**config.mk**
```make
export PLATFORM = sky130hd
export DESIGN_NAME = uart_rx_byte
export DESIGN_NICKNAME = d
export VERILOG_FILES = /design/src/rtl/uart_rx_byte.sv
export SDC_FILE = /design/constraint.sdc
export NUM_CORES = 1
export LEC_CHECK = 0
export ABC_AREA = 1
export CAP_MARGIN = 10
export CORE_MARGIN = 3
export CORE_UTILIZATION = 62
export CTS_CLUSTER_SIZE = 10
export DETAILED_ROUTE_END_ITERATION = 16
export PLACE_DENSITY = 0.84
export SYNTH_ARGS = -nofsm -noshare
export SYNTH_HDL_FRONTEND = slang
export SYNTH_SLANG_ARGS = --single-unit
```
**constraint.sdc**
```tcl
create_clock -name clk -period 3.17 [get_ports clk]
set_input_delay 0.634 -clock clk [delete_from_list [all_inputs] [get_ports clk]]
set_output_delay 0.634 -clock clk [all_outputs]
set_load 0.02 [all_outputs]
```
**src/rtl/uart_rx_byte.sv**
```systemverilog
// 8N1 UART receiver: synchronizes uart_rx, samples each bit at mid-bit and
// presents bytes on a valid/ready port with framing-error and overrun pulses.
module uart_rx_byte #(
    parameter int CLKS_PER_BIT = 5208,
    parameter int SYNC_STAGES  = 2
) (
    input  logic       clk,
    input  logic       rst,
    input  logic       uart_rx,
    output logic [7:0] rx_data,
    output logic       rx_valid,
    input  logic       rx_ready,
    output logic       frame_err,
    output logic       overrun,
    output logic       busy
);
    localparam int HALF = CLKS_PER_BIT / 2;
    localparam int CW   = $clog2(CLKS_PER_BIT);

    localparam logic [2:0] IDLE  = 3'd0;
    localparam logic [2:0] START = 3'd1;
    localparam logic [2:0] DATA  = 3'd2;
    localparam logic [2:0] STOP  = 3'd3;
    localparam logic [2:0] BRK   = 3'd4;

    logic [SYNC_STAGES-1:0] sync_reg;
    logic                   rxs;
    logic [2:0]             state_reg, state_next;
    logic [CW-1:0]          cnt_reg, cnt_next;
    logic [2:0]             bit_reg, bit_next;
    logic [7:0]             shreg_reg, shreg_next;
    logic [7:0]             data_reg, data_next;
    logic                   valid_reg, valid_next;
    logic                   ferr_reg, ferr_next;
    logic                   ovr_reg, ovr_next;

    // Synchronizer presets to the idle-high level so reset never looks like a start bit.
    always_ff @(posedge clk) begin
        if (!rst) sync_reg[0] <= 1'b1;
        else      sync_reg[0] <= uart_rx;
    end

    generate
        for (genvar gi = 1; gi < SYNC_STAGES; gi++) begin : g_sync
            always_ff @(posedge clk) begin
                if (!rst) sync_reg[gi] <= 1'b1;
                else      sync_reg[gi] <= sync_reg[gi-1];
            end
        end
    endgenerate

    assign rxs = sync_reg[SYNC_STAGES-1];

    always_comb begin
        state_next = state_reg;
        cnt_next   = cnt_reg;
        bit_next   = bit_reg;
        shreg_next = shreg_reg;
        data_next  = data_reg;
        valid_next = valid_reg;
        ferr_next  = 1'b0;
        ovr_next   = 1'b0;

        if (valid_reg && rx_ready) valid_next = 1'b0;

        case (state_reg)
            IDLE: begin
                if (!rxs) begin
                    state_next = START;
                    cnt_next   = '0;
                end
            end
            START: begin
                if (cnt_reg == CW'(HALF - 1)) begin
                    cnt_next = '0;
                    if (!rxs) begin
                        state_next = DATA;
                        bit_next   = 3'd0;
                    end else begin
                        state_next = IDLE;
                    end
                end else begin
                    cnt_next = cnt_reg + CW'(1);
                end
            end
            DATA: begin
                if (cnt_reg == CW'(CLKS_PER_BIT - 1)) begin
                    cnt_next   = '0;
                    shreg_next = {rxs, shreg_reg[7:1]};
                    if (bit_reg == 3'd7) state_next = STOP;
                    else                 bit_next   = bit_reg + 3'd1;
                end else begin
                    cnt_next = cnt_reg + CW'(1);
                end
            end
            STOP: begin
                if (cnt_reg == CW'(CLKS_PER_BIT - 1)) begin
                    cnt_next = '0;
                    if (rxs) begin
                        // A same-cycle accept frees the holding register for the new byte.
                        if (!valid_reg || rx_ready) begin
                            data_next  = shreg_reg;
                            valid_next = 1'b1;
                        end else begin
                            ovr_next = 1'b1;
                        end
                        state_next = IDLE;
                    end else begin
                        ferr_next  = 1'b1;
                        state_next = BRK;
                    end
                end else begin
                    cnt_next = cnt_reg + CW'(1);
                end
            end
            BRK: begin
                if (rxs) state_next = IDLE;
            end
            default: state_next = IDLE;
        endcase
    end

    always_ff @(posedge clk) begin
        if (!rst) begin
            state_reg <= IDLE;
            cnt_reg   <= '0;
            bit_reg   <= 3'd0;
            shreg_reg <= 8'h00;
            data_reg  <= 8'h00;
            valid_reg <= 1'b0;
            ferr_reg  <= 1'b0;
            ovr_reg   <= 1'b0;
        end else begin
            state_reg <= state_next;
            cnt_reg   <= cnt_next;
            bit_reg   <= bit_next;
            shreg_reg <= shreg_next;
            data_reg  <= data_next;
            valid_reg <= valid_next;
            ferr_reg  <= ferr_next;
            ovr_reg   <= ovr_next;
        end
    end

    assign rx_data   = data_reg;
    assign rx_valid  = valid_reg;
    assign frame_err = ferr_reg;
    assign overrun   = ovr_reg;
    assign busy      = (state_reg != IDLE);

endmodule

```
==> impl_metrics.toml, run 1 <==
[detailed_routing]
drcViolationCount = 0
vias_per_cell = 5.03
firstDrtPassIters = 4
drt-total-wl_um = 4120
vias = 1835
wl_per_cell_um = 11.3
ant_nets = 0
drt_iter0_drc = 107

[timing]
hold-worst-slack_ps = 436
worst_slew_pin_slew_ps = 507
rsz0062_at_grt = "no"
max_freq_mhz = 464
maxSlewViolCount = 0
setup_slack_ps = 1010
fin_crit_sh_pct = 68.0
finalSetupViolations = 0
clock_skew_ps = 7.18
slew_headroom_pct = 66.1
period_needed_ps = 2160
setup_tns_ps = 0
finalHoldViolCount = 0

[cells_and_area]
utilization_pct = 73.0
multi_input_area_sq_mm = 0.00106
nFillCells = 278
most-common-layout-cells = "80 x nand2_1, 65 x nor2_1, 40 x dfxtp_1"
regArea_sq_um = 801
nNetsFinal = 328
drive_gt1_share_pct = 9.97
stdcell_area_sq_mm = 0.00226
largest_reg_flops = 13
num_antenna_cells = 0
final_common_cell = "nand2_1"
area_growth_pct = 11.3

[critical_path]
r2r_cells = 9
endpoint_kind = "output port"
cpMaxStageDelayCell = "clkdlybuf4s50_1"
critPathMaxFanout = 5
crit_required_ps = 2540
critical_path_class = "reg -> out"
arrival_ps = 1520
crit_path_start_kind = "flip-flop"
regToRegSetupSlack_ps = 1510
r2r_start = "cnt_reg[0]$_SDFFE_PN0P_"
max_stage_delay_ps = 590
crit_chain = "nor2_2 > nand2_1 > clkdlybuf4s50_1"
cp_num_buf_inv = 1
crit_family = "buffers and inverters"
worst_r2r_endpoint = "frame_err$_SDFF_PN0_"

[logic_synthesis]
synth_area_leaders = "dfxtp_1 39%, nand2_1 15%, nor2_1 12%"
syn_inst = 303
synth_nets = 310
synth_ff_type = "dfxtp_1"
synth_top_area_cell = "dfxtp_1"
syn_area_sq_mm = 0.00203
synth-edff-count = 0
yosysUniqueCellTypes = 28
yosys_warnings = 0
ys_seq_area_share_pct = 39.4
syn_avg_cell_area_sq_um = 6.71
async_flop_share_pct = 0
synth-seq-cells = 40
yosysTopAreaCellShare_pct = 39.4

[global_route]
grt_pass1_vias = 1810
grt_max_degree = 17
antenna_found_initial = 0
gr-total-overflow = 0
grt_pass1_wl_um = 7450
grtUsageTotal_pct = 23.5

[floorplanning]
core_sq_mm = 0.00310
die_height_um = 63.3
rows = 20
die_area_sq_mm = 0.00400
die_w_um = 63.3
boundaryPins = 16
start_util_pct = 65.6

[cts]
ctsHtreeMaxLevel = 2
clockRootBuffer = "clkbuf_4"
postCtsHoldBufs = 0
post_cts_buffers = 0
cts_made_buffers = 5
clk_latency_ps = 350
clkSlewWorstSetupHoldPaths_ps = 110
cts.path.max_buffers = 2
cts_tree = "yes"
clock-sinks = 40
cts_resized = 0

[placed_design]
place.gp.congestion = 0.850
io_buffers = 15
dp.final_hpwl_um = 3050
dp_slack_ps = 1080
placed_cell_area_sq_mm = 0.00222

[worst_hold_path]
hp-class = "reg -> reg"
holdPathEnd = "rxs$_SDFF_PN1_"
hp-start = "sync_reg[0]$_SDFF_PN1_"
hold_depth = 1

[run_status]
status = "finished, final reports clean"

[power]
vdd_ir_drop_max_mv = 0.312
power_density_mw_per_mm2 = 585
leakagePower_nw = 1.02

[job]
maxCapViolCount = 0
-- power by group --
group          total [mW]  internal, mW  switching [mW]
combinational       0.506         0.157           0.348
clock               0.237        0.0817           0.156
sequential          0.581         0.541          0.0395
total                1.32         0.781           0.544
-- per-layer routing --
metal	global-route usage, %	up-vias	share of wire, %
met1	28.5	833	50
met4	9.70	0	1.2
met5	0	-	0
met3	6.60	4	4.0
li1	-	968	-
met2	39.1	30	45
-- how the worst max path moves through the flow --
stage                              startpoint                       to  slack [ps]  cells after the start
finish              state_reg[0]$_SDFFE_PN0P_                     busy        1010                      3
global route        state_reg[0]$_SDFFE_PN0P_                     busy         930                      3
CTS                 state_reg[1]$_SDFFE_PN0P_                     busy        1000                      3
detailed placement                        rst           rxs$_SDFF_PN1_        1080                      3
global placement                          rst           rxs$_SDFF_PN1_        1100                      3
floorplan             cnt_reg[0]$_SDFFE_PN0P_  cnt_reg[7]$_SDFFE_PN0P_        1740                      8
-- logic make-up (layout without fill, tap and decap cells) --
logic type                 after synthesis  in the layout  synth area share (%)
and+or+nand+nor                        189            189                  42.1
buffers and inverters                   44             62                  8.61
DFF                                     40             40                  39.4
xor gates and xnor gates                 4              4                  1.72
adders and majority gates                3              3                  1.85
AOI/OAI and AO/OA                       23             23                  6.33
-- Yosys cell counts, types with 2 or more instances --
cell type   n
a21oi_1     9
buf_2       2
clkbuf_1    2
dfxtp_1    40
ha_1        3
inv_1      33
inv_2       6
nand2_1    80
nand2_2     4
nand2_4     2
nand3_1    14
nand3_2     2
nor2_1     65
nor2_2      2
nor2_4      2
nor3_1     10
o21ai_0    12
or2_2       2
xor2_1      4
-- stage by stage --
stage | total power, mW | cells
2_1_floorplan | 0.978 | 303
3_3_place_gp | 1.08 | 358
3_5_place_dp | 1.10 | 358
4_1_cts | 1.33 | 365
5_1_grt | 1.44 | 365
6_report | 1.32 | 365
-- cell type report --
class | count | area share [%]
clock buffer | 6 | 1.82
clock inverter | 1 | 0.221
inverter | 39 | 6.46
multi-input combinational | 219 | 46.7
sequential | 40 | 35.4
tap | 44 | 2.43
timing repair buffer | 16 | 6.96
No activity file was read; power rests on OpenSTA's default activity.
==> run 2: changes to the inputs <==
CORE_UTILIZATION = 57   (was 62)
PLACE_DENSITY = 0.78   (was 0.84)
clock period = 2.1 ns   (was 3.17 ns; I/O delays follow)
==> impl_metrics.toml, run 2 (synthesis results as in run 1) <==
[critical_path]
cp-startpoint = "state_reg[0]$_SDFFE_PN0P_"
endpoint_kind = "output port"
critPathMaxFanout = 5
arrival_ps = 1530
critical_path_class = "reg -> out"
crit_path_start_kind = "flip-flop"
crit_required_ps = 1680
r2r_start = "cnt_reg[0]$_SDFFE_PN0P_"

[timing]
fin_crit_sh_pct = 93.1
rsz0062_at_grt = "no"
maxSlewViolCount = 0
max_freq_mhz = 512
finalSetupViolations = 0
period_needed_ps = 1950
worst_slew_pin_slew_ps = 347
setup_tns_ps = 0
hold-worst-slack_ps = 438
finalHoldViolCount = 0
slew_headroom_pct = 76.7
setup_slack_ps = 146
clock_skew_ps = 10.3

[cells_and_area]
num_antenna_cells = 0
nNetsFinal = 330
fin_cells = 370
most-common-layout-cells = "80 x nand2_1, 65 x nor2_1, 40 x dfxtp_1"
final_common_cell = "nand2_1"
multi_input_area_sq_mm = 0.00106
stdcell_area_sq_mm = 0.00232
regArea_sq_um = 801
nFillCells = 296
area_growth_pct = 14.0
largest_reg_flops = 13
drive_gt1_share_pct = 11.1
utilization_pct = 68.4

[cts]
postCtsHoldBufs = 0
ctsHtreeMaxLevel = 2
cts_made_buffers = 5
clk_latency_ps = 360
cts_tree = "yes"
cts_resized = 0
post_cts_buffers = 0
clock-sinks = 40
cts.path.max_buffers = 2
clkSlewWorstSetupHoldPaths_ps = 120
clockRootBuffer = "clkbuf_4"

[worst_hold_path]
hp-start = "sync_reg[0]$_SDFF_PN1_"
hp-class = "reg -> reg"

[global_route]
grt_max_degree = 17
antenna_found_initial = 0
grtUsageTotal_pct = 21.5
gr-total-overflow = 0
grt_pass1_vias = 1601
grt_pass1_wl_um = 7100

[floorplanning]
die_w_um = 65.7
rows = 21
boundaryPins = 16
die_height_um = 65.7
start_util_pct = 60.0
die_area_sq_mm = 0.00432
core_sq_mm = 0.00339

[power]
total_power_mw = 2.17
power_density_mw_per_mm2 = 936
vdd_ir_drop_max_mv = 0.723
leakagePower_nw = 1.05

[placed_design]
dp_slack_ps = 416
dp.cells = 362
dp.final_hpwl_um = 2990
placed_cell_area_sq_mm = 0.00224
place.gp.congestion = 0.859
io_buffers = 15

[detailed_routing]
drt-met1-wl_um = 2110
vias = 1799
drt-total-wl_um = 4040
vias_per_cell = 4.86
dr_wl_met3_um = 122
drcViolationCount = 0
ant_nets = 0
firstDrtPassIters = 4
drt_iter0_drc = 93
wl_per_cell_um = 10.9
wl_met2_um = 1750
top_layer_used = "met4"

[run_status]
status = "finished, final reports clean"

[job]
maxCapViolCount = 0
==> run 2: cell count changes in the layout (fill, tap and decap cells not counted) <==
cell / before / now
inv_6: 0 / 1
buf_4: 1 / 3
clkbuf_1: 1 / 0
clkinvlp_4: 0 / 1
clkinv_2: 1 / 0
bufinv_16: 0 / 1
==> run 2: critical path, cell delays in order (launching register included) <==
cell and delay [ps]:
dfxtp_1 450, nor2_2 80, nand2_1 60, clkdlybuf4s50_1 590
==> run 2: power by group <==
| group | internal, mW | total (mW) | switching [mW] |
|---|---|---|---|
| combinational | 0.248 | 0.768 | 0.520 |
| clock | 0.254 | 0.524 | 0.270 |
| sequential | 0.818 | 0.879 | 0.0615 |
==> run 2: layer usage <==
layer / vias up / GRT usage [%]
li1: 971 / -
met4: 0 / 7.77
met2: 26 / 31.7
met3: 6 / 5.64
met1: 796 / 30.0
met5: - / 0
==> run 2: path summary, 6_finish.rpt <==
kind                            depth (start not counted)  slack (ps)                      end
worst max-delay path                                    3         150                     busy
worst min-delay path                                    1         440           rxs$_SDFF_PN1_
worst max register to register                          8         460  cnt_reg[7]$_SDFFE_PN0P_
worst min register to register                          1         440           rxs$_SDFF_PN1_
==> run 2: layout make-up <==
cell class / count / share of cell area [%]
repair buffers: 18 / 7.44
multi-input cells: 219 / 45.6
well taps: 46 / 2.48
flip-flops and latches: 40 / 34.5
clock inverters: 3 / 2.00
inverters: 39 / 6.31
clock buffers: 5 / 1.62
